File: src/rtl/spi_flash_reader.sv
// Single-byte SPI flash reader (mode 0, MSB first) answering fd_valid/fd_ready requests.
// Define SPI_FLASH_FAST_READ_EN to use FAST READ (0x0B) with 8 dummy clocks after the address.
module spi_flash_reader #(
    parameter int          CLK_DIV  = 2,
    parameter logic [7:0]  READ_CMD = 8'h03
) (
    input  logic        clk,
    input  logic        rstn,
    input  logic [23:0] fd_address,
    input  logic        fd_valid,
    output logic [7:0]  fd,
    output logic        fd_ready,
    output logic        spi_cs_n,
    output logic        spi_sclk,
    output logic        spi_mosi,
    input  logic        spi_miso
);

`ifdef SPI_FLASH_FAST_READ_EN
    localparam logic [7:0] OPCODE      = 8'h0B;
    localparam logic [5:0] LAST_PERIOD = 6'd47;
    localparam logic [5:0] DATA_FIRST  = 6'd40;
`else
    localparam logic [7:0] OPCODE      = READ_CMD;
    localparam logic [5:0] LAST_PERIOD = 6'd39;
    localparam logic [5:0] DATA_FIRST  = 6'd32;
`endif

    localparam int            HW   = $clog2(CLK_DIV) + 1;
    localparam logic [HW-1:0] HMAX = HW'(CLK_DIV - 1);

    typedef enum logic [2:0] {
        IDLE     = 3'd0,
        CS_SETUP = 3'd1,
        SHIFT    = 3'd2,
        CS_HOLD  = 3'd3,
        DONE     = 3'd4,
        WAIT_REL = 3'd5
    } state_t;

    state_t        state_q, state_d;
    logic [HW-1:0] hcnt_q, hcnt_d;
    logic [5:0]    bcnt_q, bcnt_d;
    logic [31:0]   sr_q, sr_d;
    logic [7:0]    rx_q, rx_d;
    logic [7:0]    fd_q, fd_d;
    logic          fd_ready_q, fd_ready_d;
    logic          cs_n_q, cs_n_d;
    logic          sclk_q, sclk_d;

    always_ff @(posedge clk or negedge rstn) begin
        if (!rstn) begin
            state_q    <= IDLE;
            hcnt_q     <= '0;
            bcnt_q     <= '0;
            sr_q       <= '0;
            rx_q       <= '0;
            fd_q       <= '0;
            fd_ready_q <= 1'b0;
            cs_n_q     <= 1'b1;
            sclk_q     <= 1'b0;
        end else begin
            state_q    <= state_d;
            hcnt_q     <= hcnt_d;
            bcnt_q     <= bcnt_d;
            sr_q       <= sr_d;
            rx_q       <= rx_d;
            fd_q       <= fd_d;
            fd_ready_q <= fd_ready_d;
            cs_n_q     <= cs_n_d;
            sclk_q     <= sclk_d;
        end
    end

    always_comb begin
        state_d    = state_q;
        hcnt_d     = hcnt_q;
        bcnt_d     = bcnt_q;
        sr_d       = sr_q;
        rx_d       = rx_q;
        fd_d       = fd_q;
        fd_ready_d = 1'b0;
        cs_n_d     = cs_n_q;
        sclk_d     = sclk_q;

        case (state_q)
            IDLE: begin
                cs_n_d = 1'b1;
                sclk_d = 1'b0;
                if (fd_valid) begin
                    sr_d    = {OPCODE, fd_address};
                    cs_n_d  = 1'b0;
                    hcnt_d  = '0;
                    bcnt_d  = '0;
                    rx_d    = '0;
                    state_d = CS_SETUP;
                end
            end
            CS_SETUP: begin
                if (hcnt_q == HMAX) begin
                    hcnt_d  = '0;
                    state_d = SHIFT;
                end else begin
                    hcnt_d = hcnt_q + HW'(1);
                end
            end
            SHIFT: begin
                // Sample on the first cycle of the high half; the flash changes MISO only on falling SCLK.
                if (sclk_q && hcnt_q == '0 && bcnt_q >= DATA_FIRST)
                    rx_d = {rx_q[6:0], spi_miso};
                if (hcnt_q == HMAX) begin
                    hcnt_d = '0;
                    if (!sclk_q) begin
                        sclk_d = 1'b1;
                    end else begin
                        sclk_d = 1'b0;
                        // MOSI is sr_q[31]; zeros shift in, so it reads 0 once the address is out.
                        sr_d   = {sr_q[30:0], 1'b0};
                        if (bcnt_q == LAST_PERIOD)
                            state_d = CS_HOLD;
                        else
                            bcnt_d = bcnt_q + 6'd1;
                    end
                end else begin
                    hcnt_d = hcnt_q + HW'(1);
                end
            end
            CS_HOLD: begin
                if (hcnt_q == HMAX) begin
                    hcnt_d     = '0;
                    cs_n_d     = 1'b1;
                    fd_d       = rx_q;
                    fd_ready_d = 1'b1;
                    state_d    = DONE;
                end else begin
                    hcnt_d = hcnt_q + HW'(1);
                end
            end
            DONE: begin
                state_d = WAIT_REL;
            end
            WAIT_REL: begin
                if (!fd_valid)
                    state_d = IDLE;
            end
            default: begin
                state_d = IDLE;
                cs_n_d  = 1'b1;
                sclk_d  = 1'b0;
                sr_d    = '0;
            end
        endcase
    end

    assign fd       = fd_q;
    assign fd_ready = fd_ready_q;
    assign spi_cs_n = cs_n_q;
    assign spi_sclk = sclk_q;
    assign spi_mosi = sr_q[31];

endmodule

File: config.mk
export PLATFORM = sky130hd
export DESIGN_NAME = spi_flash_reader
export DESIGN_NICKNAME = d
export VERILOG_FILES = /design/src/rtl/spi_flash_reader.sv
export SDC_FILE = /design/constraint.sdc
export NUM_CORES = 1
export LEC_CHECK = 0
export CAP_MARGIN = 40
export CORE_ASPECT_RATIO = 0.75
export CORE_MARGIN = 5
export CORE_UTILIZATION = 23
export CTS_BUF_LIST = sky130_fd_sc_hd__clkbuf_4 sky130_fd_sc_hd__clkbuf_8
export CTS_CLUSTER_DIAMETER = 150
export DETAILED_ROUTE_END_ITERATION = 8
export PLACE_DENSITY = 0.44
export SLEW_MARGIN = 20
export SYNTH_ARGS = -nofsm -noshare
export SYNTH_HDL_FRONTEND = slang
export SYNTH_SLANG_ARGS = --single-unit
File: constraint.sdc
create_clock -name clk -period 4.2 [get_ports clk]
set_clock_uncertainty 0.1 [all_clocks]
set_input_delay 0.42 -clock clk [delete_from_list [all_inputs] [get_ports clk]]
set_output_delay 0.42 -clock clk [all_outputs]
set_load 0.02 [all_outputs]
==> results of run 1 <==
-- cell type report --
class                      count  area (µm²)
fill                        1332        9080
timing repair buffer          46       460.4
clock inverter                 6       68.82
inverter                       6       22.52
multi-input combinational    174        1300
sequential                    62        1554
tap                          171       214.0
clock buffer                  10       137.6
-- state kept, by name, summed over array words and instances (netlist names) --
name,flops
spi_cs_n,1
hcnt_q,2
fd,8
state_q,3
fd_ready,1
sr_q,32
bcnt_q,6
rx_q,8
spi_sclk,1
-- how the worst max path moves through the flow --
stage | from | to | slack [ns] | cells after the start
5_1_grt | fd_valid | sr_q[24] | 1.70 | 6
3_5_place_dp | fd_valid | sr_q[25] | 1.48 | 6
2_1_floorplan | spi_sclk | bcnt_q[3] | 2.50 | 4
3_3_place_gp | fd_valid | sr_q[24] | 1.50 | 6
6_report | fd_valid | sr_q[24] | 1.83 | 6
4_1_cts | fd_valid | sr_q[24] | 1.84 | 6
-- power by group --
| part | internal (mW) | switching, mW | total (mW) | leakage (nW) |
|---|---|---|---|---|
| sequential | 0.752 | 0.118 | 0.870 | 0.819 |
| clock | 0.294 | 0.254 | 0.549 | 0.103 |
| combinational | 0.352 | 0.505 | 0.858 | 0.691 |
| total | 1.40 | 0.877 | 2.28 | 1.61 |
-- stage by stage --
| stage | instances | setup slack (ns) | hold slack (ns) |
|---|---|---|---|
| 6_report | 475 | 1.834 | 0.3996 |
| 5_1_grt | 475 | 1.702 | 0.4280 |
| 4_1_cts | 475 | 1.842 | 0.4003 |
| 3_5_place_dp | 458 | 1.482 | 0.2746 |
| 3_3_place_gp | 457 | 1.496 | 0.3813 |
| 2_1_floorplan | 261 | 2.504 | 0.02441 |
-- synthesized netlist by cell type, drive strengths merged (3+ instances only) --
cell and number:
a22o 16, a31oi 4, and2 4, buf 13
clkbuf 6, dfrtp 61, inv 6, mux2 8
mux2i 25, nand2 8, nand2b 3, nand3 29
nor2 7, nor2b 3, nor3 5, o21ai 9
o31ai 24
-- kinds of logic (layout without fill, tap and decap cells) --
logic type               Yosys count  count (layout)  share of synthesized area
XOR/XNOR                           1               1                   0.002944
multiplexers                      33              33                     0.1144
AND/OR/NAND/NOR                   72              72                     0.1333
AO/OA/AOI/OAI                     66              66                     0.1779
buffers and inverters             25              68                    0.04121
adder cells (fa/ha/maj)            2               2                   0.008409
flip-flops                        62              62                     0.5219
-- layer usage --
metal  part of all wire  track usage  up-vias  wire length (µm)
met3              0.049      0.03404        6               340
met5                  0            0        -                 0
met1               0.50       0.1313     1100              3498
met4              0.010      0.02282        0                71
met2               0.44       0.1441       33              3039
li1                   -            -     1061                 -
-- timing repair --
item                                   CTS  global route
endpoints found under the hold margin   13             0
resized for setup                        0             0
hold buffers                             1             0
==> results.ini, run 1 <==
[outcome]
outcome = complete, no violations

[die]
initial_core_util = 0.2318
core_area_mm2 = 0.01284
rows = 36
die_area_mm2 = 0.01533
die-height_um = 108.5
io_pins = 40
fp.dieW_um = 141.3

[sta]
hold_viol_final = 0
fin_setup_tns_ns = 0
max_freq_mhz = 422.7
setup_viol = 0
rsz0062_at_grt = no
min_period_ns = 2.366
finalCritPeriodShare = 0.5633
tightest_slew_ns = 0.6886
slew_headroom = 0.5409
report.final.slew_viol_count = 0

[cells_and_area]
fin_util = 0.2927
final_cell_mix = dfrtp_1, clkdlybuf4s50_1, nand3_1, mux2i_1, o31ai_1
layout_commonest_cell = dfrtp_1
drive_gt1_frac = 0.1382
area_growth_pct = 26.28
diodes = 0
postLayoutCellArea_mm2 = 0.003757
final_nets = 329

[logic_synthesis]
ys_seq_area_frac = 0.5219
syn_nets = 291
synthesis.area_mm2 = 0.002975
postSynthAreaPerCell_um2 = 11.40
synth_area_leaders = dfrtp_1, mux2i_1, nand3_1
async_flop_share = 1.000
yosysWarnings = 0
synth_seq_cells = 62
synth_top_area_frac = 0.5130
ys_types = 45
synth-main-ff-cell = dfrtp_1
yosysTopAreaCell = dfrtp_1
synth_edf_count = 0
synthCells = 261

[cts]
cts_num_sinks = 62
cts_tree = yes
worstSkewPairLatency_ns = 0.34
path_clk_slew_ns = 0.07
htree_levels = 3
root_buffer = clkbuf_8
cts_setup_buffers = 0
numCtsBuffers = 9
cts_max_path_buffers = 2

[route]
vias = 2200
via_per_inst = 4.632
firstDrtPassIters = 4
drtIter0Drc = 129
routed_wl_um = 6950
antenna_left = 0
drt-wirelength-per-cell_um = 14.63
drc = 0

[placement]
dpl-instance-area_mm2 = 0.003541
routabilityCongestion = 0.7102
hpwlAfterDp_um = 4596
io_buffers = 39

[worst_hold_path]
holdPathEnd = rx_q[7]
hold_start = rx_q[7]
hold_path_depth = 1
hp-class = register to register

[setup_path]
required_ns = 4.32
timing.rr.start = state_q[0]
crit_fanout = 27
critPathArrivalTime_ns = 2.49
cp-start-kind = input pin
critPathMaxStageDelay_ns = 0.56
critical_path_class = input pin to register
end_kind = register
crit_buf_inv = 2
r2r_slack_ns = 1.95
r2r_end = sr_q[24]
cp_slowest_cell = a21o_1
crit_chain = clkdlybuf4s50_1 -> or3b_1 -> a21o_1 -> buf_4 -> nand2_1 -> o22a_1
crit_family = buffers and inverters
reg2reg_depth = 4

[global_routing]
antenna_found_initial = 0
grt-ovfl-total = 0
grt_max_degree = 41
track_usage = 0.09559
grt_pass1_vias = 2307
grt_pass1_wl_um = 11870

[flow_run]
cap_violations = 0

[pwr]
p_leak_nw = 1.613
powerDensity_mw_per_mm2 = 605.7
finalPower_mw = 2.276
ir_drop_mv = 0.1816

(Power assumes the default switching activity.)
==> run 2: changes to the inputs <==
==> constraint.sdc (replaced) <==
create_clock -name clk -period 2.4 [get_ports clk]
set_clock_uncertainty 0.1 [all_clocks]
set_input_delay 0.24 -clock clk [delete_from_list [all_inputs] [get_ports clk]]
set_output_delay 0.24 -clock clk [all_outputs]
set_load 0.02 [all_outputs]
==> results.ini, run 2 (same netlist as run 1, synthesis figures left out) <==
[outcome]
outcome = complete, no violations

[pwr]
powerDensity_mw_per_mm2 = 1058  ; +75%
finalPower_mw = 3.983  ; +75%
p_leak_nw = 1.621  ; +0.47%
ir_drop_mv = 0.3845  ; +110%

[die]
fp.dieW_um = 141.3  ; unchanged
core_area_mm2 = 0.01284  ; unchanged
initial_core_util = 0.2318  ; unchanged
io_pins = 40  ; unchanged
die_area_mm2 = 0.01533  ; unchanged
die-height_um = 108.5  ; unchanged
rows = 36  ; unchanged

[placement]
routabilityCongestion = 0.7479  ; +5.3%
io_buffers = 39  ; unchanged
dp_slack_ns = 0.3132  ; -1.169 ns
dp_cells = 461  ; +0.66%
hpwlAfterDp_um = 4578  ; -0.41%
dpl-instance-area_mm2 = 0.003556  ; +0.42%

[sta]
slew_headroom = 0.5896  ; +0.04873
tightest_slew_ns = 0.6155  ; -0.07310 ns
setup_viol = 0  ; unchanged
max_freq_mhz = 514.2
rsz0062_at_grt = no
min_period_ns = 1.945
layout_setup_ws_ns = 0.4551  ; -1.379 ns
hold_viol_final = 0  ; unchanged
whs_ns = 0.3433  ; -0.05629 ns
report.final.slew_viol_count = 0  ; unchanged
fin_setup_tns_ns = 0  ; unchanged
finalCritPeriodShare = 0.8104

[cells_and_area]
fin_util = 0.2932  ; +0.0004870
largest_reg_flops = 32  ; unchanged
final_cell_mix = dfrtp_1, clkdlybuf4s50_1, nand3_1, mux2i_1, o31ai_1
diodes = 0  ; unchanged
fillers = 1315  ; -1.3%
area_growth_pct = 26.49
postLayoutCellArea_mm2 = 0.003764  ; +0.17%
layout_commonest_cell = dfrtp_1
final_cell_count_no_fill = 478  ; +0.63%
drive_gt1_frac = 0.1466  ; +0.008422
final_nets = 332  ; +0.91%
top_register = sr_q

[route]
drtIter0Drc = 192  ; +49%
wl_met3_um = 272  ; -20%
drt-wirelength-per-cell_um = 14.27  ; -2.5%
via_per_inst = 4.542  ; -1.9%
wl_met2_um = 2839  ; -6.6%
drc = 0  ; unchanged
routed_wl_um = 6822  ; -1.8%
antenna_left = 0  ; unchanged
vias = 2171  ; -1.3%
wl_met1_um = 3672  ; +5.0%
firstDrtPassIters = 4  ; unchanged
highest_layer = met4

[setup_path]
critPathArrivalTime_ns = 2.07  ; -0.42 ns
required_ns = 2.52  ; -1.80 ns
critPathLaunch = state_q[2]
crit_fanout = 47  ; +74%
cp-start-kind = register
end_kind = register
timing.rr.start = state_q[2]
critical_path_class = register to register

[cts]
root_buffer = clkbuf_8
numCtsBuffers = 9  ; unchanged
cts-resized-gates = 0  ; unchanged
htree_levels = 3  ; unchanged
cts_num_sinks = 62  ; unchanged
cts_tree = yes
worstSkewPairLatency_ns = 0.34  ; about the same
path_clk_slew_ns = 0.08  ; about the same
cts_max_path_buffers = 2  ; unchanged

[global_routing]
grt_pass1_wl_um = 11360  ; -4.4%
grt-ovfl-total = 0  ; unchanged
grt_pass1_vias = 2120  ; -8.1%
antenna_found_initial = 0  ; unchanged
grt_max_degree = 48  ; +17%
track_usage = 0.09286  ; -0.002731

[flow_run]
cap_violations = 0  ; unchanged

[worst_hold_path]
hp-class = input pin to asynchronous set/reset pin

[run 2: worst max-delay path, stage by stage (launching register included)]
cell and delay, ns:
dfrtp_1 0.55, or3b_1 0.17, a21o_1 0.16, buf_4 0.46
nand2_1 0.17, o22a_1 0.23
[run 2: path summary, 6_finish.rpt]
check | slack [ns] | to | depth (start not counted)
worst min-delay path | 0.34 | fd[4] | 2
min in group clk | 0.39 | sr_q[26] | 1
worst min register to register | 0.39 | sr_q[26] | 1
worst max-delay path | 0.46 | sr_q[25] | 5
worst max register to register | 0.46 | sr_q[25] | 5
max in group asynchronous | 1.16 | spi_cs_n | 3
[run 2: per-layer routing]
layer | global-route usage | vias to the layer above
met5 | 0 | -
met4 | 0.03112 | 0
met3 | 0.02387 | 2
met2 | 0.1264 | 40
met1 | 0.1406 | 1060
li1 | - | 1069
[run 2: cell type report]
| cell class | instances | area, µm² | share of cell area |
|---|---|---|---|
| flip-flops and latches | 62 | 1554 | 0.4129 |
| multi-input cells | 174 | 1300 | 0.3454 |
| repair buffers | 49 | 475.5 | 0.1263 |
| well taps | 171 | 214.0 | 0.05685 |
| clock buffers | 9 | 123.9 | 0.03291 |
| clock inverters | 7 | 73.82 | 0.01961 |
| inverters | 6 | 22.52 | 0.005984 |
[run 2: power by group]
part,internal [mW],total [mW],switching (mW)
clock,0.483,0.927,0.445
combinational,0.642,1.50,0.856
sequential,1.32,1.56,0.242
[run 2: repair_timing]
item / 4_1_cts / 5_1_grt
endpoints found under the hold margin: 24 / 0
buffers inserted: 0 / 0
hold buffers: 1 / 0
==> run 3: changes to the inputs <==
--- a/config.mk
+++ b/config.mk
@@ -12,7 +12,7 @@
 export CTS_BUF_LIST = sky130_fd_sc_hd__clkbuf_4 sky130_fd_sc_hd__clkbuf_8
 export CTS_CLUSTER_DIAMETER = 150
 export DETAILED_ROUTE_END_ITERATION = 8
-export PLACE_DENSITY = 0.44
+export PLACE_DENSITY = 0.45
 export SLEW_MARGIN = 20
 export SYNTH_ARGS = -nofsm -noshare
 export SYNTH_HDL_FRONTEND = slang
==> constraint.sdc (replaced) <==
create_clock -name clk -period 1.65 [get_ports clk]
set_clock_uncertainty 0.1 [all_clocks]
set_input_delay 0.165 -clock clk [delete_from_list [all_inputs] [get_ports clk]]
set_output_delay 0.165 -clock clk [all_outputs]
set_load 0.02 [all_outputs]
==> results.ini, run 3 (same netlist as run 1, synthesis figures left out) <==
[placement]
hpwlAfterDp_um = 4846  ; +5.9%
io_buffers = 39  ; unchanged
dp_slack_ns = -0.3045  ; -0.6177 ns
routabilityCongestion = 0.7539  ; +0.80%
dp_cells = 485  ; +5.2%

[setup_path]
timing.rr.start = state_q[1]
cp-start-kind = register
critPathLaunch = state_q[1]
crit_fanout = 23  ; -51%
cp-endpoint = sr_q[10]
required_ns = 1.76  ; -0.76 ns
critical_path_class = register to register
end_kind = register
reg2reg_depth = 5  ; unchanged
critPathArrivalTime_ns = 1.79  ; -0.28 ns
r2r_end = sr_q[10]
r2r_slack_ns = -0.03  ; -0.49 ns

[global_routing]
grt_pass1_vias = 2337  ; +10%
track_usage = 0.09736  ; +0.004496
grt-ovfl-total = 0  ; unchanged
grt_max_degree = 47  ; -2.1%
grt_pass1_wl_um = 11850  ; +4.3%
antenna_found_initial = 0  ; unchanged

[die]
rows = 36  ; unchanged
die_area_mm2 = 0.01533  ; unchanged
fp.dieW_um = 141.3  ; unchanged
core_area_mm2 = 0.01284  ; unchanged
die-height_um = 108.5  ; unchanged
io_pins = 40  ; unchanged
initial_core_util = 0.2318  ; unchanged

[cells_and_area]
final_cell_mix = dfrtp_1, clkdlybuf4s50_1, buf_4, mux2i_1, nand3_1
top_register = sr_q
area_growth_pct = 43.65
diodes = 0  ; unchanged
final_cell_count_no_fill = 508  ; +6.3%
largest_reg_flops = 32  ; unchanged
drive_gt1_frac = 0.3353  ; +0.1887
layout_commonest_cell = dfrtp_1
fillers = 1307  ; -0.61%
fin_util = 0.3329  ; +0.03977
final_nets = 362  ; +9.0%

[worst_hold_path]
hp-class = input pin to asynchronous set/reset pin

[flow_run]
cap_violations = 0  ; unchanged

[cts]
root_buffer = clkbuf_8
numCtsBuffers = 9  ; unchanged
htree_levels = 3  ; unchanged
path_clk_slew_ns = 0.07  ; about the same
cts_num_sinks = 62  ; unchanged
cts_tree = yes
cts_max_path_buffers = 2  ; unchanged
worstSkewPairLatency_ns = 0.34  ; about the same

[route]
vias = 2328  ; +7.2%
via_per_inst = 4.583  ; +0.90%
antenna_left = 0  ; unchanged
drt-wirelength-per-cell_um = 14.56  ; +2.0%
drtIter0Drc = 137  ; -29%
firstDrtPassIters = 4  ; unchanged
routed_wl_um = 7398  ; +8.4%
drc = 0  ; unchanged

[sta]
rsz0062_at_grt = yes
hold_viol_final = 0  ; unchanged
whs_ns = 0.1822  ; -0.1611 ns
layout_setup_ws_ns = -0.03079  ; -0.4859 ns
finalCritPeriodShare = 1.019  ; +0.2083
tightest_slew_ns = 0.4347  ; -0.1808 ns
slew_headroom = 0.7102  ; +0.1206
report.final.slew_viol_count = 0  ; unchanged
setup_viol = 21  ; +21
max_freq_mhz = 595.0  ; +16%
min_period_ns = 1.681  ; -0.2641 ns

[outcome]
outcome = finished, violations left
violations = setup timing

[pwr]
powerDensity_mw_per_mm2 = 1622  ; +53%
ir_drop_mv = 0.6156  ; +60%
p_leak_nw = 1.907  ; +18%

[run 3: changes by cell type in the layout (fill, tap and decap cells not counted), sizes merged]
| cell | change |
|---|---|
| clkbuf | +2 |
| dlygate4sd2 | +1 |
| buf | +30 |
| dlymetal6s2s | +2 |
| clkinv | -1 |
| bufinv | +1 |
| clkdlybuf4s50 | -4 |
| inv | -1 |
[run 3: critical path, stage by stage, from the launching register on]
cell	delay (ns)
dfrtp_2	0.43
or3b_4	0.40
a21o_4	0.24
clkbuf_16	0.20
nand3_1	0.11
o31ai_2	0.07
[run 3: per-layer routing]
layer,routed length [µm],vias to the layer above,GRT usage
li1,-,1127,-
met1,3640,1157,0.1343
met2,3363,40,0.1421
met3,330,4,0.03050
met4,63,0,0.03734
met5,0,-,0
[run 3: layout make-up]
type	count	area [µm²]	share of cell area
Timing Repair Buffer	79	780.7	0.1827
Clock inverter	6	86.33	0.02020
Sequential cell	62	1559	0.3648
Clock buffer	10	131.4	0.03074
Multi-Input combinational cell	174	1480	0.3463
Tap cell	171	214.0	0.05006
Inverter	6	22.52	0.005269
[run 3: how the worst min path moves through the flow]
stage	start	end	slack, ns	depth (start not counted)
final	rstn	sr_q[20]	0.18	2
after global routing	rstn	sr_q[20]	0.20	2
after CTS	rstn	sr_q[20]	0.17	2
after detailed placement	rstn	sr_q[20]	0.01	1
after global placement	rstn	sr_q[19]	0.01	1
after floorplan	rstn	bcnt_q[0]	-0.23	0
[run 3: metrics by stage]
step | TNS (ns) | cell area (µm²) | power (mW)
finish | -0.4235 | 4274 | 6.932
global route | -2.058 | 4274 | 7.419
CTS | -0.7039 | 4091 | 6.617
detailed placement | -9.495 | 3787 | 4.930
global placement | -9.353 | 3787 | 4.900
floorplan | -0.01295 | 2983 | 3.932
[run 3: power by group]
part	switching (mW)	internal [mW]
Sequential	0.279	1.93
Combinational	1.67	1.59
Clock	0.604	0.864
Total	2.56	4.38
[run 3: what timing repair did]
item | 4_1_cts | 5_1_grt
gates cloned | 0 | 1
endpoints found under the hold margin | 61 | 0
hold buffers | 1 | 0
endpoints found under the setup margin | 33 | 53
pin swaps | 14 | 9
setup buffers | 4 | 2
resized for setup | 18 | 39
